===== src/rtl/bk_pkg.sv =====
// Shared types and default sizing for the backup-RAM transfer controller.
package bk_pkg;

    typedef enum logic [1:0] {
        IDLE,
        REQ,
        XFER
    } bk_state_t;

    localparam int BK_SECTOR_BITS  = 9;
    localparam int BK_TO_BITS      = 20;
    localparam int BK_AUTOSAVE_DLY = 21477270;

endpackage


===== src/rtl/bk_autosave_timer.sv =====
// Idle-time counter: fires once the backup RAM has stayed dirty and untouched long enough.
module bk_autosave_timer
    import bk_pkg::*;
#(
    parameter int DLY = BK_AUTOSAVE_DLY
) (
    input  logic clk_sys,
    input  logic RESET_N,
    input  logic dirty,
    input  logic enable,
    input  logic kick,
    output logic fire
);

    localparam int W = (DLY > 1) ? $clog2(DLY) : 1;

    logic [W-1:0] cnt;
    logic         run;

    assign run  = dirty & enable & ~kick;
    assign fire = run & (cnt == W'(DLY - 1));

    always_ff @(posedge clk_sys or negedge RESET_N) begin
        if (!RESET_N) begin
            cnt <= '0;
        end else if (kick | fire) begin
            cnt <= '0;
        end else if (run) begin
            cnt <= cnt + 1'b1;
        end
    end

endmodule


===== src/rtl/bk_xfer_ctrl.sv =====
// Backup-RAM load/save sequencer: walks SD sectors 0..last with a req/ack handshake.
module bk_xfer_ctrl
    import bk_pkg::*;
#(
    parameter int SECTOR_BITS  = BK_SECTOR_BITS,
    parameter int TO_BITS      = BK_TO_BITS,
    parameter int AUTOSAVE_DLY = BK_AUTOSAVE_DLY
) (
    input  logic        clk_sys,
    input  logic        RESET_N,
    input  logic        ena,
    input  logic [23:0] ram_mask,
    input  logic        load_req,
    input  logic        save_req,
    input  logic        autoload,
    input  logic        autosave_en,
    input  logic        dirty_set,
    input  logic        sd_ack,
    output logic [31:0] sd_lba,
    output logic        sd_rd,
    output logic        sd_wr,
    output logic        busy,
    output logic        loading,
    output logic        done,
    output logic        error
);

    bk_state_t          state;
    logic [TO_BITS-1:0] to_cnt;
    logic [31:0]        last;
    logic               load_q, save_q, ack_q, live;
    logic               load_edge, save_edge, ack_rise, ack_fall;
    logic               can_go, go, go_load, fin, dirty_clr;
    logic               dirty, fire, as_en;

    assign last = 32'(ram_mask[23:SECTOR_BITS]);

    // live blocks edges on the first cycle after reset, so a held request never fires
    always_comb begin
        load_edge = live & load_req & ~load_q;
        save_edge = live & save_req & ~save_q;
        ack_rise  = sd_ack & ~ack_q;
        ack_fall  = ~sd_ack & ack_q;
        can_go    = (state == IDLE) & ena & (ram_mask != '0);
        go_load   = can_go & (autoload | load_edge);
        go        = can_go & (autoload | load_edge | save_edge | fire);
        fin       = (state == XFER) & ack_fall & (sd_lba >= last);
        dirty_clr = (go & ~go_load) | (fin & loading);
        as_en     = autosave_en & (state == IDLE);
    end

    bk_autosave_timer #(
        .DLY(AUTOSAVE_DLY)
    ) u_autosave (
        .clk_sys(clk_sys),
        .RESET_N(RESET_N),
        .dirty  (dirty),
        .enable (as_en),
        .kick   (dirty_set),
        .fire   (fire)
    );

    always_ff @(posedge clk_sys or negedge RESET_N) begin
        if (!RESET_N) begin
            dirty <= 1'b0;
        end else if (dirty_set) begin
            dirty <= 1'b1;
        end else if (dirty_clr) begin
            dirty <= 1'b0;
        end
    end

    always_ff @(posedge clk_sys or negedge RESET_N) begin
        if (!RESET_N) begin
            state   <= IDLE;
            sd_lba  <= '0;
            sd_rd   <= 1'b0;
            sd_wr   <= 1'b0;
            busy    <= 1'b0;
            loading <= 1'b0;
            done    <= 1'b0;
            error   <= 1'b0;
            to_cnt  <= '0;
            load_q  <= 1'b0;
            save_q  <= 1'b0;
            ack_q   <= 1'b0;
            live    <= 1'b0;
        end else begin
            load_q <= load_req;
            save_q <= save_req;
            ack_q  <= sd_ack;
            live   <= 1'b1;
            done   <= 1'b0;
            unique case (state)
                IDLE: begin
                    if (go) begin
                        state   <= REQ;
                        sd_lba  <= '0;
                        busy    <= 1'b1;
                        loading <= go_load;
                        sd_rd   <= go_load;
                        sd_wr   <= ~go_load;
                        error   <= 1'b0;
                        to_cnt  <= '0;
                    end
                end
                REQ: begin
                    if (ack_rise) begin
                        sd_rd <= 1'b0;
                        sd_wr <= 1'b0;
                        state <= XFER;
                    end else if (to_cnt == '1) begin
                        sd_rd   <= 1'b0;
                        sd_wr   <= 1'b0;
                        busy    <= 1'b0;
                        loading <= 1'b0;
                        error   <= 1'b1;
                        state   <= IDLE;
                    end else begin
                        to_cnt <= to_cnt + 1'b1;
                    end
                end
                XFER: begin
                    if (fin) begin
                        state   <= IDLE;
                        busy    <= 1'b0;
                        loading <= 1'b0;
                        done    <= 1'b1;
                    end else if (ack_fall) begin
                        // loading doubles as the operation kind for re-issue
                        sd_lba <= sd_lba + 32'd1;
                        sd_rd  <= loading;
                        sd_wr  <= ~loading;
                        to_cnt <= '0;
                        state  <= REQ;
                    end
                end
                default: state <= IDLE;
            endcase
        end
    end

endmodule


===== config.mk =====
export PLATFORM = sky130hd
export DESIGN_NAME = bk_xfer_ctrl
export DESIGN_NICKNAME = d
export VERILOG_FILES = /design/src/rtl/bk_pkg.sv /design/src/rtl/bk_autosave_timer.sv /design/src/rtl/bk_xfer_ctrl.sv
export SDC_FILE = /design/constraint.sdc
export NUM_CORES = 1
export LEC_CHECK = 0
export ABC_AREA = 1
export CELL_PAD_IN_SITES_DETAIL_PLACEMENT = 1
export CELL_PAD_IN_SITES_GLOBAL_PLACEMENT = 2
export CORE_UTILIZATION = 28
export CTS_CLUSTER_SIZE = 25
export DETAILED_ROUTE_END_ITERATION = 7
export PLACE_DENSITY = 0.76
export SYNTH_ARGS = -nofsm -noshare
export SYNTH_HDL_FRONTEND = slang
export SYNTH_SLANG_ARGS = --single-unit

===== constraint.sdc =====
create_clock -name clk_sys -period 1.99 [get_ports clk_sys]
set_input_delay 0.597 -clock clk_sys [delete_from_list [all_inputs] [get_ports clk_sys]]
set_output_delay 0.597 -clock clk_sys [all_outputs]
set_load 0.05 [all_outputs]

==> impl_metrics.tcl <==
set metrics [dict create \
    cp_slowest_cell "ha_4" \
    period_share 1.077 \
    rrSetupSlack_ps -140 \
    cts_hold_buf 0 \
    mostFrequentLayoutCell "nand2_1" \
    antenna_found_initial 0 \
    finalCriticalPeriod_ps 2143 \
    min_path_type "input port to async pin" \
    yosysSeqAreaShare 0.4159 \
    die_w_um 141.1 \
    synth-edff-count 0 \
    power.density_mw_per_mm2 995.5 \
    fin_ws_ps -153.2 \
    clkLatencyLatePin_ps 350 \
    crit_buf_inv 6 \
    crit_chain "dlygate4sd2_1 > inv_2 > ha_4 > nand4_1 > nor2_4 > nand3_2 > nand3_4 > nand2_4 > inv_2 > nor2_4 > buf_6 > buf_12 > buf_16 > nand2_2 > nand2_2" \
    final_util 0.4377 \
    design_area_mm2 0.008243 \
    grt_max_degree 51 \
    routed_wl_mm 17.53 \
    peakVddDrop_mv 0.5666 \
    crit_start "ram_mask[20]" \
    setup_violations 55 \
    grt.overflow.total 0 \
    die-area_mm2 0.01990 \
    cts_root_buf "clkbuf_16" \
    place_congestion 0.8360 \
    place_area_mm2 0.007064 \
    netlist_area_mm2 0.005415 \
    nets 990 \
    syn_area_per_cell_um2 7.201 \
    r2r_end "sd_lba[0]" \
    finalSetupTns_ps -5360 \
    r2r_start "sd_lba[13]" \
    netlist_instances 752 \
    critPathMaxStageDelay_ps 280 \
    r2r_cells 15 \
    drt_iter0_drc 204 \
    placedCellCount 1152 \
    synth.net_count 808 \
    ys_warn_count 0 \
    rows 50 \
    cts.sinks 90 \
    areaGrowthSynthToFinish_pct 52.22 \
    cp.arrival_ps 2380 \
    vias 5495 \
    htreeDepth 3 \
    synth_cell_type_count 35 \
    crit_family "simple AND/OR/NAND/NOR gates" \
    grt_pass1_vias 5806 \
    ant_nets 0 \
    fp.dieH_um 141.1 \
    startpoint_type "input port" \
    cp.required_ps 2230 \
    routed_via_density 4.587 \
    ys.flop_type "dfrtp_1" \
    final_cell_mix "nand2_1 (170), buf_4 (122), nor2_1 (103), inv_1 (86), dfrtp_1 (75)" \
    rsz0062_at_grt "true" \
    violations "negative setup slack" \
    path_depth 15 \
    fillers 2265 \
    wire_per_inst_um 14.63 \
    slew_violations 0 \
    drtPass1Iterations 4 \
    async_flop_share 1.000 \
    start_util 0.2876 \
    ys_ff_latch 90 \
    status "complete, but fails checks" \
    timing.final.hold_violations 0 \
    crit_end "sd_lba[3]" \
    drcViolationCount 0 \
    critPathKind "input port to flip-flop" \
    fmax_ghz 0.4666 \
    instances_no_fill 1198 \
    cts_buffers 9 \
    cts_buffer_depth 2 \
    worst-path-max-fanout 5 \
    core_mm2 0.01883 \
    grt_pass1_wl_mm 29.04 \
    cts_tree "done" \
    drive_gt1_frac 0.3348 \
    cap_violations 0 \
    antenna_cells 0 \
    power_leakage_nw 3.847 \
    ios 71 \
    track_usage 0.1837 \
    post-dp-hpwl_mm 12.54 \
    clock_skew_ps 8.885 \
    port_buffers 70 \
    setup.worst_path.end_class "flip-flop" \
    clkTransAtPathRegs_ps 70 \
]
## routing by layer
metal	vias to the layer above	routed length, um	track usage
li1	2716	-	-
met2	84	8646	0.3207
met5	-	0	0
met1	2678	8210	0.2381
met4	0	231	0.04519
met3	17	439	0.02548
## layout make-up
cell class	count	area (um2)	share of cell area
repair buffers	182	1688	0.2048
well taps	260	325.3	0.03947
multi-input cells	543	3222	0.3909
inverters	108	417.9	0.05070
clock inverters	4	76.32	0.009259
clock buffers	11	242.7	0.02945
flip-flops and latches	90	2271	0.2755
## sequential cells by signal, indices dropped and copies added (netlist names), 2 cells and up
register / count
u_autosave.cnt: 25
sd_lba: 32
to_cnt: 20
state: 2
## worst min path at each step
| stage | start | endpoint | slack (ps) | depth (start not counted) |
|---|---|---|---|---|
| floorplan | RESET_N | ack_q | 300 | 0 |
| global placement | sd_rd | sd_rd | 460 | 2 |
| detailed placement | sd_rd | sd_rd | 480 | 2 |
| CTS | RESET_N | state[0] | 160 | 1 |
| global route | RESET_N | busy | 170 | 1 |
| finish | RESET_N | busy | 160 | 1 |
## synth_stat cells (2+ instances only)
cell	n	area, um2
nor3_1	18	90.09
nor2_1	120	450.4
xor2_1	23	201.4
inv_2	2	7.510
xnor2_1	6	52.55
a21oi_1	25	125.1
nor2_4	4	45.04
nand3_1	48	240.2
nand2_2	5	31.28
o21a_1	2	15.01
nor2_2	3	18.77
o21ai_0	27	135.1
clkinv_1	2	7.510
inv_1	103	386.6
nor4_1	5	31.28
nand2_1	211	792.0
clkbuf_1	2	7.510
nand3b_1	2	15.01
buf_4	2	15.01
buf_2	4	20.02
nand4_1	10	62.56
dfrtp_1	90	2252
buf_6	3	33.78
nand3_2	2	20.02
ha_1	23	287.8
## power by group
| part | internal (W) | switching, W | total [W] |
|---|---|---|---|
| Combinational | 0.00205 | 0.00225 | 0.00430 |
| Sequential | 0.00194 | 0.0000775 | 0.00202 |
| Clock | 0.00113 | 0.000752 | 0.00188 |
## timing repair
action | in CTS | in global routing
setup endpoints to repair | 71 | 68
setup buffers | 13 | 14
cloned | 8 | 0
pin swaps | 33 | 27
gates resized for setup | 110 | 77
## through the flow
stage / worst slack, ps / power [W] / hold slack (ps)
3_5_place_dp: -868.7 / 0.004419 / 479.2
6_report: -153.2 / 0.008206 / 157.1
4_1_cts: -135.7 / 0.007969 / 155.6
2_1_floorplan: -67.68 / 0.003546 / 301.4
3_3_place_gp: -768.7 / 0.004352 / 460.0
5_1_grt: -274.1 / 0.008624 / 167.5
## worst register-to-register path, cell delays in order (launching register included)
cell     delay [ps]
dfrtp_2         450
ha_4            240
nand2_2          70
inv_2            30
o21ai_2         100
nand3_1          90
nor2_1          180
nand3_4         120
nand2_4         100
inv_2            50
nor2_4          120
buf_6           150
buf_12          120
buf_16          120
nand3_2          60
nand2_1          60
## kinds of logic after synthesis
kind of cell,after synthesis,share of synthesized area
compound gates,61,0.06031
flops,90,0.4159
other cells,1,0.0006925
fa+ha+maj,23,0.05314
simple gates,429,0.3336
buf+inv,119,0.08942
xor+xnor,29,0.04690
Power figures use the tool's default switching activity.
